[config.mk]
export PLATFORM = sky130hd
export DESIGN_NAME = waveform_pwm_dac
export DESIGN_NICKNAME = d
export VERILOG_FILES = /design/src/rtl/wfg_pkg.sv /design/src/rtl/pwm_frame_counter.sv /design/src/rtl/waveform_pwm_dac.sv
export SDC_FILE = /design/constraint.sdc
export NUM_CORES = 1
export LEC_CHECK = 0
export ABC_CLOCK_PERIOD_IN_PS = 5500
export BUFFER_PORTS_ARGS = -buffer_cell sky130_fd_sc_hd__clkbuf_2
export CAP_MARGIN = 20
export CORE_MARGIN = 2
export CORE_UTILIZATION = 57
export DETAILED_ROUTE_END_ITERATION = 7
export GPL_TIMING_DRIVEN = 0
export PLACE_DENSITY_LB_ADDON = 0.1
export SYNTH_ARGS = -nofsm -noshare
export SYNTH_HDL_FRONTEND = slang
export SYNTH_SLANG_ARGS = --single-unit
export TNS_END_PERCENT = 100
[constraint.sdc]
create_clock -name clk -period 5.5 [get_ports clk]
set_input_delay 0.55 -clock clk [delete_from_list [all_inputs] [get_ports clk]]
set_output_delay 0.55 -clock clk [all_outputs]
set_load 0.01 [all_outputs]
[src/rtl/wfg_pkg.sv]
// Shared definitions for the waveform generator and its PWM DAC stage.
package wfg_pkg;

  // Default sample width shared with the waveform generator.
  localparam int WFG_WIDTH = 8;

  // Width of the attenuation (right-shift) control.
  localparam int AMP_W = 2;

  // PWM DAC run state.
  typedef enum logic [0:0] {
    IDLE = 1'b0,
    RUN  = 1'b1
  } state_t;

endpackage : wfg_pkg

[src/rtl/pwm_frame_counter.sv]
// Free-running PWM frame counter: counts 0..2^WIDTH-1 while running and
// flags the frame boundary (count zero on a running edge).
module pwm_frame_counter
  import wfg_pkg::*;
#(
  parameter int WIDTH = WFG_WIDTH
) (
  input  logic             clk,
  input  logic             rst,
  input  state_t           state,
  input  logic             en,
  output logic [WIDTH-1:0] cnt,
  output logic             is_boundary
);

  logic [WIDTH-1:0] cnt_r;
  logic             run_s;

  // The counter only advances on edges that keep the block in RUN; an edge
  // in RUN with en low aborts the frame, so it must not count as a boundary.
  assign run_s = (state == RUN) && en;

  // Wrapping frame counter; cleared whenever the block is not running.
  always_ff @(posedge clk) begin
    if (rst) begin
      cnt_r <= {WIDTH{1'b0}};
    end else if (run_s) begin
      cnt_r <= cnt_r + {{(WIDTH-1){1'b0}}, 1'b1};
    end else begin
      cnt_r <= {WIDTH{1'b0}};
    end
  end

  assign cnt         = cnt_r;
  assign is_boundary = run_s && (cnt_r == {WIDTH{1'b0}});

endmodule : pwm_frame_counter

[src/rtl/waveform_pwm_dac.sv]
// PWM DAC for the waveform generator's sample stream. Each frame lasts
// 2^WIDTH clocks; the attenuated sample is latched at the frame boundary so
// the duty cycle never changes mid-frame.
// Optional feature: define WFG_FRAME_STROBE_EN to add the frame_start port,
// a one-cycle strobe aligned with the first pwm_out cycle of each frame.
module waveform_pwm_dac
  import wfg_pkg::*;
#(
  parameter int WIDTH = WFG_WIDTH
) (
  input  logic             clk,
  input  logic             rst,
  input  logic             en,
  input  logic [WIDTH-1:0] in,
  input  logic [AMP_W-1:0] amp,
  output logic             pwm_out,
  output logic [WIDTH-1:0] duty
`ifdef WFG_FRAME_STROBE_EN
  ,
  output logic             frame_start
`endif
);

  state_t           state_r;
  state_t           state_s;
  logic [WIDTH-1:0] cnt_s;
  logic             is_boundary_s;
  logic [WIDTH-1:0] duty_r;
  logic [WIDTH-1:0] duty_eff_s;
  logic             pwm_r;

  pwm_frame_counter #(
    .WIDTH(WIDTH)
  ) u_counter (
    .clk        (clk),
    .rst        (rst),
    .state      (state_r),
    .en         (en),
    .cnt        (cnt_s),
    .is_boundary(is_boundary_s)
  );

  // State register.
  always_ff @(posedge clk) begin
    if (rst) begin
      state_r <= IDLE;
    end else begin
      state_r <= state_s;
    end
  end

  // Next-state logic: en alone decides between running and idling.
  always_comb begin
    state_s = state_r;
    case (state_r)
      IDLE: begin
        if (en) begin
          state_s = RUN;
        end else begin
          state_s = IDLE;
        end
      end
      RUN: begin
        if (en) begin
          state_s = RUN;
        end else begin
          state_s = IDLE;
        end
      end
      default: begin
        state_s = IDLE;
      end
    endcase
  end

  // Duty in effect for this edge: fresh sample on a boundary, else the latch.
  always_comb begin
    duty_eff_s = duty_r;
    if (is_boundary_s) begin
      duty_eff_s = in >> amp;
    end else begin
      duty_eff_s = duty_r;
    end
  end

  // Duty latch: in and amp are only observed at frame boundaries.
  always_ff @(posedge clk) begin
    if (rst) begin
      duty_r <= {WIDTH{1'b0}};
    end else if (is_boundary_s) begin
      duty_r <= duty_eff_s;
    end else begin
      duty_r <= duty_r;
    end
  end

  // PWM comparator; forced low whenever the block is not staying in RUN.
  always_ff @(posedge clk) begin
    if (rst) begin
      pwm_r <= 1'b0;
    end else if ((state_r == RUN) && en) begin
      pwm_r <= (cnt_s < duty_eff_s);
    end else begin
      pwm_r <= 1'b0;
    end
  end

  assign pwm_out = pwm_r;
  assign duty    = duty_r;

`ifdef WFG_FRAME_STROBE_EN
  logic frame_start_r;

  // Frame strobe, high for the cycle following each boundary edge.
  always_ff @(posedge clk) begin
    if (rst) begin
      frame_start_r <= 1'b0;
    end else begin
      frame_start_r <= is_boundary_s;
    end
  end

  assign frame_start = frame_start_r;
`endif

endmodule : waveform_pwm_dac

==> flow_summary.yaml <==
power_and_ir_drop:
  p_leak_nw: 0.608
  ir_drop_v: 0.000121
  power_density_mw_per_mm2: 191
sta:
  fin_ws_ps: 2790
  finalSetupTns_ps: 0
  fin_crit_sh: 0.493
  hold_viol: 0
  max_freq_ghz: 0.369
  final.min_clock_period_ps: 2710
  skew_ps: 2.25
  rsz0062_at_grt: "false"
  setup_violations: 0
  max-slew-margin-rel: 0.684
  drv_slew: 0
  worst_slew_pin_slew_ps: 474
synth:
  syn_avg_cell_area_um2: 9.89
  synth_cells: 107
  synth_seq_cells: 18
  ys_seq_area_frac: 0.340
  synth_fp_nets: 129
  ys_warn_count: 0
  syn_area_mm2: 0.00106
  yosysUniqueCellTypes: 30
setup_path:
  r2r_slack_ps: 2790
  critical_path_class: "reg -> reg"
  crit_path_max_incr_delay_ps: 480
  cp_common_cell: "ha_1"
  slowest_stage: "a2111oi_1"
  cp_max_fo: 8
  arrival_ps: 2930
  crit_required_ps: 5720
  reg2reg_depth: 10
  startpoint_type: "flop"
  path_cells: "inv_1, ha_1, nor3b_2, nand4_4, mux2i_1, ha_1, and2_1, a2111oi_1, o21ai_0, o21ai_1"
  r2r-end: "pwm_out"
  timing.rr.start: "u_counter.cnt[0]"
  cp-end-kind: "flop"
routing:
  avgViaCountPerCell: 5.34
  drc_errors: 0
  drt_wl_total_um: 1850
  drt_iter0_drc: 2
  vias: 817
  wl_per_cell_um: 12.1
  ant_nets: 0
  drtPass1Iterations: 2
cts:
  cts_made_buffers: 3
  post_cts_buffers: 0
  ctsLongestPathBuffers: 2
  clkTransAtPathRegs_ps: 90
  cts_hold_buffers: 0
  cts-root-buf: "clkbuf_4"
  clkSinkCount: 18
  cts_tree: "yes"
  clk_latency_ps: 280
  htreeDepth: 1
  cts_resized: 0
die:
  die-area_mm2: 0.00222
  io_pins: 22
  core_mm2: 0.00175
  num_rows: 15
  fp.dieW_um: 47.1
  start_util: 0.606
  die_h_um: 47.1
grt:
  grt_pass1_vias: 775
  grt_max_degree: 11
  grt.overflow.total: 0
  grt_pass1_wl_um: 3370
  grt_use_met1: 0.275
  use_met2: 0.364
  grt_use_total: 0.218
  grt_util_met3: 0.0346
  grt.busiest_layer: "met2"
  antenna_found_initial: 0
hold_path:
  hp-start: "u_counter.cnt[0]"
  whs_endpoint: "u_counter.cnt[0]"
  holdPathStages: 1
  hp-class: "reg -> reg"
layout:
  final_cell_mix: "mux2i_1 (20), dfxtp_1 (18), clkbuf_2 (18), nor2_1 (17), ha_1 (9)"
  nFillCells: 157
  drive_above_1_share: 0.227
  fin_nets: 152
  area_delta_synth_final_pct: 13.6
  layout_commonest_cell: "mux2i_1"
  diodes: 0
  fin_area_mm2: 0.00120
placed_design:
  portBuffers: 18
  place_ws_ps: 2780
  finalWeightedCongestion: 0.731
  placedInstanceArea_mm2: 0.00118
  dp_hpwl_um: 1510
run:
  maxCapViolCount: 0
run_status:
  status: "finished, final reports clean"
cell type report:
| type | instances | area [µm²] | share of cell area |
|---|---|---|---|
| inverter | 2 | 7.51 | 0.00624 |
| timing repair buffer | 18 | 90.1 | 0.0749 |
| clock buffer | 3 | 22.5 | 0.0187 |
| buffer | 3 | 13.8 | 0.0114 |
| tap | 25 | 31.3 | 0.0260 |
| sequential | 18 | 360 | 0.300 |
| multi-input combinational | 84 | 677 | 0.563 |
Yosys cell counts:
library cell  instances  share of area
a31oi_1               1         0.0059
nand4_4               1          0.020
nor2_1               17          0.060
mux2i_1              20           0.19
a211oi_1              1         0.0071
and4b_2               1          0.011
inv_1                 2         0.0071
a21o_1                2          0.014
nand3_1               6          0.028
dfxtp_1              18           0.34
nor3b_1               1         0.0071
and2_1                2          0.012
xnor2_1               1         0.0083
nor2b_1               1         0.0059
xor2_1                5          0.041
a21oi_1               1         0.0047
nand3b_1              1         0.0071
nand3b_4              1          0.019
ha_1                  9           0.11
o21ai_1               1         0.0047
a2111oi_1             1         0.0095
o21ai_0               3          0.014
nand2_1               2         0.0071
and3_1                2          0.012
nor3b_2               1          0.012
nor4_4                1          0.020
and3_2                1         0.0071
nand2b_1              1         0.0059
clkbuf_1              1         0.0035
buf_2                 2         0.0095
worst max-delay path, delay by kind of cell (launching register included):
kind                       cells  cell delay, ps
and+or+nand+nor                3             720
muxes                          1             300
adders and majority gates      2             420
DFF                            1             380
AOI/OAI and AO/OA              3             730
buffers and inverters          1              90
through the flow:
step | power [mW] | hold WS, ps | cells | util
global route | 0.245 | 564 | 153 | 0.689
global placement | 0.171 | 499 | 150 | 0.676
CTS | 0.233 | 534 | 153 | 0.689
finish | 0.230 | 529 | 153 | 0.689
detailed placement | 0.172 | 512 | 150 | 0.676
floorplan | 0.161 | 456 | 107 | -
routing by layer:
layer,vias to the layer above,part of all wire
li1,430,-
met2,11,0.48
met4,0,0.021
met1,372,0.48
met3,4,0.020
met5,-,0
sequential cells by signal, indices dropped and copies added (netlist names):
name,count
duty,8
pwm_out,1
state_r,1
u_counter.cnt,8
kinds of logic (layout without fill, tap and decap cells):
kind of cell,Yosys count,after routing,synth area share
AND/OR/NAND/NOR,39,39,0.234
adder cells (fa/ha/maj),9,9,0.106
AO/OA/AOI/OAI,10,10,0.0603
flip-flops,18,18,0.340
buffers and inverters,5,26,0.0201
multiplexers,20,20,0.189
XOR/XNOR,6,6,0.0496
power by group:
group	total (mW)	leakage [nW]	internal [mW]	switching [mW]
logic	0.0334	0.449	0.0158	0.0176
registers	0.135	0.146	0.133	0.00222
clock network	0.0616	0.0138	0.0254	0.0362
worst max path at each step:
stage,start,to,slack (ps),cells after the start
6_report,u_counter.cnt[0],pwm_out,2790,10
5_1_grt,u_counter.cnt[0],pwm_out,2590,10
4_1_cts,u_counter.cnt[0],pwm_out,2740,10
3_5_place_dp,u_counter.cnt[0],pwm_out,2780,10
3_3_place_gp,u_counter.cnt[0],pwm_out,2860,10
2_1_floorplan,u_counter.cnt[0],pwm_out,3180,10
Note: power is estimated with default switching activity, not from simulation.
